**config.mk**
```make
export PLATFORM = sky130hd
export DESIGN_NAME = mcol_sched
export DESIGN_NICKNAME = d
export VERILOG_FILES = /design/src/rtl/fides_pkg.sv /design/src/rtl/mcol_elem.sv /design/src/rtl/mcol_sched.sv
export SDC_FILE = /design/constraint.sdc
export NUM_CORES = 1
export LEC_CHECK = 0
export ABC_AREA = 1
export BUFFER_PORTS_ARGS = -buffer_cell sky130_fd_sc_hd__buf_4
export CORE_AREA = 2 2 113 115
export DETAILED_ROUTE_END_ITERATION = 16
export DIE_AREA = 0 0 115 117
export MAX_ROUTING_LAYER = met4
export PLACE_DENSITY = 0.77
export SLEW_MARGIN = 10
export SYNTH_ARGS = -nofsm -noshare
export SYNTH_HDL_FRONTEND = slang
export SYNTH_HIERARCHICAL = 1
export SYNTH_SLANG_ARGS = --single-unit
```
**constraint.sdc**
```tcl
create_clock -name clk -period 5.7 [get_ports clk]
set_input_delay 0 -clock clk [delete_from_list [all_inputs] [get_ports clk]]
set_output_delay 0 -clock clk [all_outputs]
set_load 0.005 [all_outputs]
```
**src/rtl/fides_pkg.sv**
```systemverilog
// Shared constants, types and helpers for the Fides-192 TI
// MixColumns datapath (6-bit elements, 3 shares, 4x8 state).
package fides_pkg;

  localparam int W    = 6;
  localparam int NSHR = 3;
  localparam int NCOL = 8;
  localparam int ROWS = 4;
  localparam int RW   = 2;
  localparam int CW   = 3;
  localparam int COLW = NSHR * ROWS * W;
  localparam int YW   = NSHR * W;

  typedef enum logic [1:0] {
    IDLE,
    WAIT,
    CALC
  } state_t;

  typedef logic [RW-1:0] row_t;
  typedef logic [CW-1:0] col_t;

  // Element of share s, row r from a packed column.
  function automatic logic [W-1:0] pick(
    input logic [COLW-1:0] c,
    input int              s,
    input row_t            r
  );
    return c[(s*ROWS + int'(r))*W +: W];
  endfunction

endpackage

```
**src/rtl/mcol_elem.sv**
```systemverilog
// One-share 3-operand XOR for a single MixColumns element.
// Ports: a1/a2/a3 (W bits, same share) in, y = a1^a2^a3 out.
module mcol_elem
  import fides_pkg::*;
(
  input  logic [W-1:0] a1,
  input  logic [W-1:0] a2,
  input  logic [W-1:0] a3,
  output logic [W-1:0] y
);

  assign y = a1 ^ a2 ^ a3;

endmodule

```
**src/rtl/mcol_sched.sv**
```systemverilog
// Serial TI MixColumns scheduler: one column per handshake in,
// one element (all shares) per cycle out, rows 0..3 in order.
// Ports: clk, rst (sync, active high), start, abort,
//   in_valid/in_ready/in_col, out_valid/out_ready/out_y,
//   out_row, out_col, busy, done, rnd (MCOL_REMASK_EN only).
// Build option: define MCOL_REMASK_EN to add fresh-mask port rnd.
module mcol_sched
  import fides_pkg::*;
(
  input  logic            clk,
  input  logic            rst,
  input  logic            start,
  input  logic            abort,
  input  logic            in_valid,
  output logic            in_ready,
  input  logic [COLW-1:0] in_col,
  output logic            out_valid,
  input  logic            out_ready,
  output logic [YW-1:0]   out_y,
  output logic [RW-1:0]   out_row,
  output logic [CW-1:0]   out_col,
  output logic            busy,
  output logic            done
`ifdef MCOL_REMASK_EN
  ,
  input  logic [2*W-1:0]  rnd
`endif
);

  state_t          state;
  state_t          state_n;
  row_t            row;
  row_t            row_n;
  row_t            nrow;
  col_t            col;
  col_t            col_n;
  logic [COLW-1:0] col_q;
  logic [COLW-1:0] src;
  logic [YW-1:0]   y_mix;
  logic [YW-1:0]   mask;
  logic [YW-1:0]   y_n;
  logic            done_n;
  logic            load_y;
  logic            take;

  always_comb begin
    state_n = state;
    row_n   = row;
    col_n   = col;
    nrow    = row;
    done_n  = 1'b0;
    load_y  = 1'b0;
    take    = 1'b0;
    unique case (state)
      IDLE: begin
        if (start) begin
          state_n = WAIT;
          col_n   = '0;
          row_n   = '0;
        end
      end
      WAIT: begin
        if (in_valid) begin
          take    = 1'b1;
          load_y  = 1'b1;
          nrow    = '0;
          row_n   = '0;
          state_n = CALC;
        end
      end
      CALC: begin
        if (out_ready) begin
          if (&row) begin
            row_n = '0;
            if (col == CW'(NCOL-1)) begin
              done_n  = 1'b1;
              col_n   = '0;
              state_n = IDLE;
            end else begin
              col_n   = col + 1'b1;
              state_n = WAIT;
            end
          end else begin
            row_n  = row + 1'b1;
            nrow   = row + 1'b1;
            load_y = 1'b1;
          end
        end
      end
      default: state_n = IDLE;
    endcase
    // abort beats every other event; out_y keeps its value
    if (abort) begin
      state_n = IDLE;
      row_n   = '0;
      col_n   = '0;
      done_n  = 1'b0;
      load_y  = 1'b0;
      take    = 1'b0;
    end
  end

  // Row 0 is computed straight from in_col on the accept edge,
  // so the first element is valid the cycle after the handshake.
  assign src = take ? in_col : col_q;

  for (genvar s = 0; s < NSHR; s++) begin : g_sh
    mcol_elem u_elem (
      .a1 (pick(src, s, nrow + 2'd1)),
      .a2 (pick(src, s, nrow + 2'd2)),
      .a3 (pick(src, s, nrow + 2'd3)),
      .y  (y_mix[s*W +: W])
    );
  end

`ifdef MCOL_REMASK_EN
  // share masks r0, r1, r0^r1 cancel in the unshared value
  assign mask = {rnd[W-1:0] ^ rnd[2*W-1:W],
                 rnd[2*W-1:W],
                 rnd[W-1:0]};
`else
  assign mask = '0;
`endif

  assign y_n = y_mix ^ mask;

  always_ff @(posedge clk) begin
    if (rst) begin
      state <= IDLE;
      row   <= '0;
      col   <= '0;
      col_q <= '0;
      out_y <= '0;
      done  <= 1'b0;
    end else begin
      state <= state_n;
      row   <= row_n;
      col   <= col_n;
      done  <= done_n;
      if (take)   col_q <= in_col;
      if (load_y) out_y <= y_n;
    end
  end

  assign in_ready  = (state == WAIT);
  assign out_valid = (state == CALC);
  assign busy      = (state != IDLE);
  assign out_row   = row;
  assign out_col   = col;

endmodule

```
# After elaboration in Yosys (flattened, before gate mapping)
# Index checks and enable logic that the tools add are counted.
# word_totals
mem_bits_ro	0
word_cells	89
memories	0
latch_bits	0
register_bits	98
ramBits	0
# classes
n_shift	9
eq_ne	7
mul	9
bitwise_logic	9
n_mux	28
n_reduce_logical	10
n_div	0
order_cmp	0
addsub	11
# ops
operator	count
indexed part select 72 x 6 -> 6 bit	3
indexed part select 72 x 8 -> 6 bit	3
indexed part select 72 x 9 -> 6 bit	3
2-to-1 mux 72 bit	1
bitwise XOR 6 bit	6
multiplier 5 x 2 -> 7 bit (second input constant)	3
2-to-1 mux 2 bit	10
multiplier 4 x 2 -> 6 bit (second input constant)	3
adder 4 x 2 -> 5 bit (first input constant)	3
adder 3 x 2 -> 4 bit (first input constant)	3
multiplier 2 x 2 -> 4 bit (second input constant)	3
2-to-1 mux 3 bit	4
one-hot mux 2 bit (3 select lines)	2
2-to-1 mux 1 bit	8
AND reduction 4 bit	2
one-hot mux 3 bit (2 select lines)	1
OR reduction 5 bit	1
adder 2 x 1 -> 2 bit (second input constant)	2
adder 2 bit (second input constant)	2
!= test 2 x 1 -> 1 bit (second input constant)	2
!= test 2 bit (second input constant)	2
one-hot mux 2 bit (2 select lines)	1
nonzero test 2 bit	2
adder 3 x 1 -> 3 bit (second input constant)	1
other kinds (10)	12

# Depth between registers and ports, before layout
# logic_depth
ltp_word	10
ltp_mapped	20

# Hierarchy
# Netlist, hierarchy kept.
# modules_own_cells
module	cells_per_inst	area_per_inst_um2	n_inst
mcol_sched	1011	5967.0	1
mcol_elem	54	210.2	3

# Least setup slack after synthesis
# No wires, ideal clock.
# synth_timing
kind	register to register
start	reg state[0]
end	reg out_y[0]
synth_period_minus_slack_ns	2.270
stages_incl_launch_ff	19
required_time_ns	5.630
setup_ns	0.070
path_slack_ns	3.430
arrival_ns	2.199
path_buffers	3
cell_sequence	dfxtp_1 inv_1 ha_1 buf_4 nand2_1 nand2_1 nand2_4 nand2_4 buf_6 nand2_4 buf_2 nand3_1 nand2_1 inv_1 nand2_1 nand3_1 nand2_1 nand3_1 a21oi_1
# synth_via
elab_chain_len	7
# synth_rtl
element	line	source
start, declared	mcol_sched.sv:30	state_t state;
start signal, assigned	mcol_sched.sv:136	state <= state_n;
== test 2 bit *	--	
named net out_valid	mcol_sched.sv:17	output logic out_valid,
one-hot mux 2 bit (2 select lines) *	mcol_sched.sv:54	unique case (state)
adder 2 x 1 -> 2 bit / adder 2 bit (equally long branches)	mcol_sched.sv:109, mcol_sched.sv:110	
multiplier 2 x 2 -> 4 bit	fides_pkg.sv:29	return c[(s*ROWS + int'(r))*W +: W];
indexed part select 72 x 6 -> 6 bit	fides_pkg.sv:29	
bitwise XOR 6 bit	mcol_elem.sv:12	assign y = a1 ^ a2 ^ a3;
bitwise XOR 6 bit *	mcol_elem.sv:12	
named net y_mix[0]	mcol_sched.sv:39	logic [YW-1:0] y_mix;
end signal, assigned	mcol_sched.sv:141	if (load_y) out_y <= y_n;
end, declared	mcol_sched.sv:19	output logic [YW-1:0] out_y,
# The timed path passes the listed nets; every way through them passes the cells marked *.
# A chain may end at the register's enable or synchronous reset.

# Final worst setup path
# layout_timing
start	reg state[0]
end	reg out_y[17]
# layout_via
elab_chain_len	8
# layout_rtl
element	line
== test 2 bit / == test 2 x 1 -> 1 bit (equally long branches)	mcol_sched.sv:54
one-hot mux 2 bit (2 select lines)	mcol_sched.sv:54
adder 2 x 1 -> 2 bit / adder 2 bit (equally long branches)	mcol_sched.sv:109, mcol_sched.sv:110
adder 4 x 2 -> 5 bit	fides_pkg.sv:29
multiplier 5 x 2 -> 7 bit	fides_pkg.sv:29
indexed part select 72 x 9 -> 6 bit	fides_pkg.sv:29
bitwise XOR 6 bit	mcol_elem.sv:12
bitwise XOR 6 bit *	mcol_elem.sv:12
named net y_mix[17]	mcol_sched.sv:39
# Marks and branches as above.

==> metrics.cfg <==
[critical_path]
beginning_of_the_worst_register_to_register_path = state[0]
setup.worst_path.end_class = register
data_arrival_time_of_the_critical_path_ps = 4270
worst_path_dominant_cell_family = simple AND/OR/NAND/NOR gates
crit_chain = inv_1 -> ha_1 -> nand3_1 -> nand2_1 -> nand2_2 -> nand2_4 -> inv_4 -> nand2_4 -> nand2_4 -> nand2_1 -> nand2_1 -> inv_1 -> nand2_1 -> nand3_1 -> nand2_1 -> nand3_1 -> a21oi_1
critical_path.most_common_cell = nand2_1
critical_path.max_fanout = 37
timing.critical_path.required_ps = 5970
start_kind = register
critical_path_class = register to register
timing.critical_path.slowest_cell_delay_ps = 560
cp.buffers_inverters = 3
critPathLaunch = state[0]
worst_path_max_delay_cell = nand2_2
worst_r2r_setup_slack_ps = 1700

[global_routing]
grt_pass1_wl_um = 28600
via_count_of_the_first_global_routing_pass = 6387
maximum_number_of_pins_on_one_net_before_global_route_repair = 92
global_route.overflow_total = 0
grt_antenna_before_repair = 0
grt_usage_pct = 26.9

[final_layout]
antenna_cells = 0
layout.filler_cells = 1227
layout.nets = 1317
final_cells = 1383
synthToLayoutAreaGrowth_pct = 15.2
layout-drive-gt1-share_pct = 11.1

[route]
postRouteAntennaNets = 0
drt-wirelength-per-cell_um = 12.4
drtPass1Iterations = 6
finalWirelength_um = 17200
detail_route.vias_per_cell = 5.12
detail_route.iter0.violations = 543
route.vias.total = 7081
route.detailed.drc = 0

[synthesis]
share_of_the_synthesized_area_in_the_top_cell_type_pct = 29.7
syn_nets = 1261
synth_largest_area_cell = dfxtp_1
postSynthRegisterBits = 98
ys_types = 23
synthMostInstantiatedCell = nand2_1
post_synth.cell_area_avg_um2 = 5.62
synthArstFlopShare_pct = 0
synth_top_flop_cell = dfxtp_1
synth_warnings = 6
netlist_top_cells_count = nand2_1 (472), inv_1 (181), nand3_1 (152)
mappedNetlistArea_um2 = 6600
synth_enable_flop_cells = 0
synth_sequential_area_ratio_pct = 29.7
synth_cells = 1173
synth_top_cells_by_area = dfxtp_1 (30%), nand2_1 (27%), nand3_1 (12%), inv_1 (10%), nor2_1 (4.5%)

[pwr]
internal_power_uw = 1150
pwr_density_cell_nw_per_um2 = 206
report.power.total_uw = 1560
net-switching-power_uw = 408
comb_power_share_pct = 14.6
share_seq_of_total_power_pct = 44.7
pwr-share-clk_pct = 40.7
p_leak_uw = 0.00393
ir_worst_vdd_mv = 0.123
swShare_pct = 26.1

[floorplanning]
die_w_um = 115
die_h_um = 117
die_area_um2 = 13500
rows = 41
initial_utilization_pct = 53.6
design.portCount = 105
floorplan.core_area_um2 = 12300

[sta]
tightestPinTransition_ps = 1010
max_freq_ghz = 0.250
finalWorstPathRequiredPeriod_ps = 4000
setup-violations-final = 0
slew_viol_final = 0
totalNegativeSetupSlack_ps = 0
period_share_pct = 70.2
rsz0062_at_grt = no
timing.clock.skew_ps = 5.44
max_slew_margin_pct = 32.8
hold_slack_ps = 44.2
finalHoldViolCount = 0

[clock_tree]
tritoncts.num_buffers = 9
cts_htree_levels = 3
tritoncts = built
post_cts_resized = 0
cts-root-to-sink-buffers = 2
clkLatencyLatePin_ps = 350
cts_num_sinks = 98
worst_setup_hold_path_clk_slew_ps = 70
clockRootBuffer = clkbuf_16

[place]
place.gp.congestion = 0.856
io_buffer_count = 104
detailedPlacementHpwl_um = 11200
placedCellCount = 1366

[min_path]
min-delay-start = in_col[29]
holdCritPathClass = input port to register

[flow_run]
max_cap_violations = 0

[outcome]
status = completed

[flip-flops by register name (all words and copies together), names as in the netlist]
| signal | flops |
|---|---|
| state | 2 |
| out_y | 18 |
| out_row | 2 |
| done | 1 |
| out_col | 3 |
| col_q | 72 |
[through the flow]
step	instance area [um^2]	utilization [%]	worst slack [ps]
2_1_floorplan	6600	-	3430
3_3_place_gp	7270	59.1	1890
3_5_place_dp	7270	59.1	1770
4_1_cts	7600	61.7	1740
5_1_grt	7600	61.7	1310
6_report	7600	61.7	1700
[cells in the final DEF (no fill, tap or decap)]
cell type / count
inv_2: 3
clkbuf_16: 9
nand4_1: 36
o21ai_0: 37
buf_4: 108
a21oi_1: 25
o21ai_1: 3
nor3_1: 1
nor2_2: 1
nand3_1: 152
dfxtp_1: 98
nand3_4: 1
or2_2: 1
nand2_4: 5
ha_1: 9
inv_4: 1
clkinv_2: 1
nand2_2: 1
ha_2: 1
bufinv_16: 1
clkbuf_1: 1
o22ai_2: 1
dlygate4sd3_1: 2
nand2_1: 472
nor2_1: 79
clkbuf_8: 3
inv_1: 181
[worst paths after layout]
kind	end	cells past startpoint
worst max-delay path	out_y[17]	17
worst min-delay path	col_q[29]	5
worst max register to register	out_y[17]	17
worst min register to register	out_y[15]	2
[kinds of logic (layout without fill, tap and decap cells)]
logic type	Yosys count	count (layout)	synth area share [%]
AO/OA/AOI/OAI	66	66	5.12
adder cells (fa/ha/maj)	10	10	1.90
buffers and inverters	250	310	15.5
flip-flops	98	98	29.7
AND/OR/NAND/NOR	749	749	47.8
[area by class of cell]
| class | instances | area (um^2) | share of cell area (%) |
|---|---|---|---|
| Tap cell | 150 | 188 | 2.47 |
| Timing Repair Buffer | 110 | 831 | 10.9 |
| Inverter | 185 | 697 | 9.17 |
| Clock inverter | 2 | 35.0 | 0.461 |
| Sequential cell | 98 | 1960 | 25.8 |
| Multi-Input combinational cell | 825 | 3620 | 47.6 |
| Clock buffer | 13 | 270 | 3.56 |
[power groups by stage]
| stage | clock network (uW) | registers [uW] | logic [uW] |
|---|---|---|---|
| finish | 635 | 699 | 228 |
| floorplan | 0 | 714 | 149 |
| global route | 670 | 700 | 259 |
| detailed placement | 0 | 715 | 225 |
| global placement | 0 | 715 | 222 |
| CTS | 644 | 699 | 227 |
[layer usage]
metal | GRT usage [%] | wire [um] | vias to the layer above
li1 | - | - | 3704
met1 | 33.7 | 7950 | 3134
met2 | 45.4 | 7900 | 218
met3 | 3.24 | 1030 | 25
met4 | 8.51 | 314 | 0
met5 | - | 0 | -
[repair_timing]
item / CTS / global route
hold endpoints to repair: 3 / 0
hold buffers: 2 / 0
setup buffers: 0 / 0
[worst reg2reg max path, stage by stage, from the launching register on]
cell,delay [ps]
dfxtp_1,410
inv_1,90
ha_1,310
nand3_1,120
nand2_1,70
nand2_2,560
nand2_4,380
inv_4,440
nand2_4,380
nand2_4,440
nand2_1,110
nand2_1,100
inv_1,40
nand2_1,70
nand3_1,70
nand2_1,70
nand3_1,70
a21oi_1,190
No activity file was read; power rests on OpenSTA's default activity.
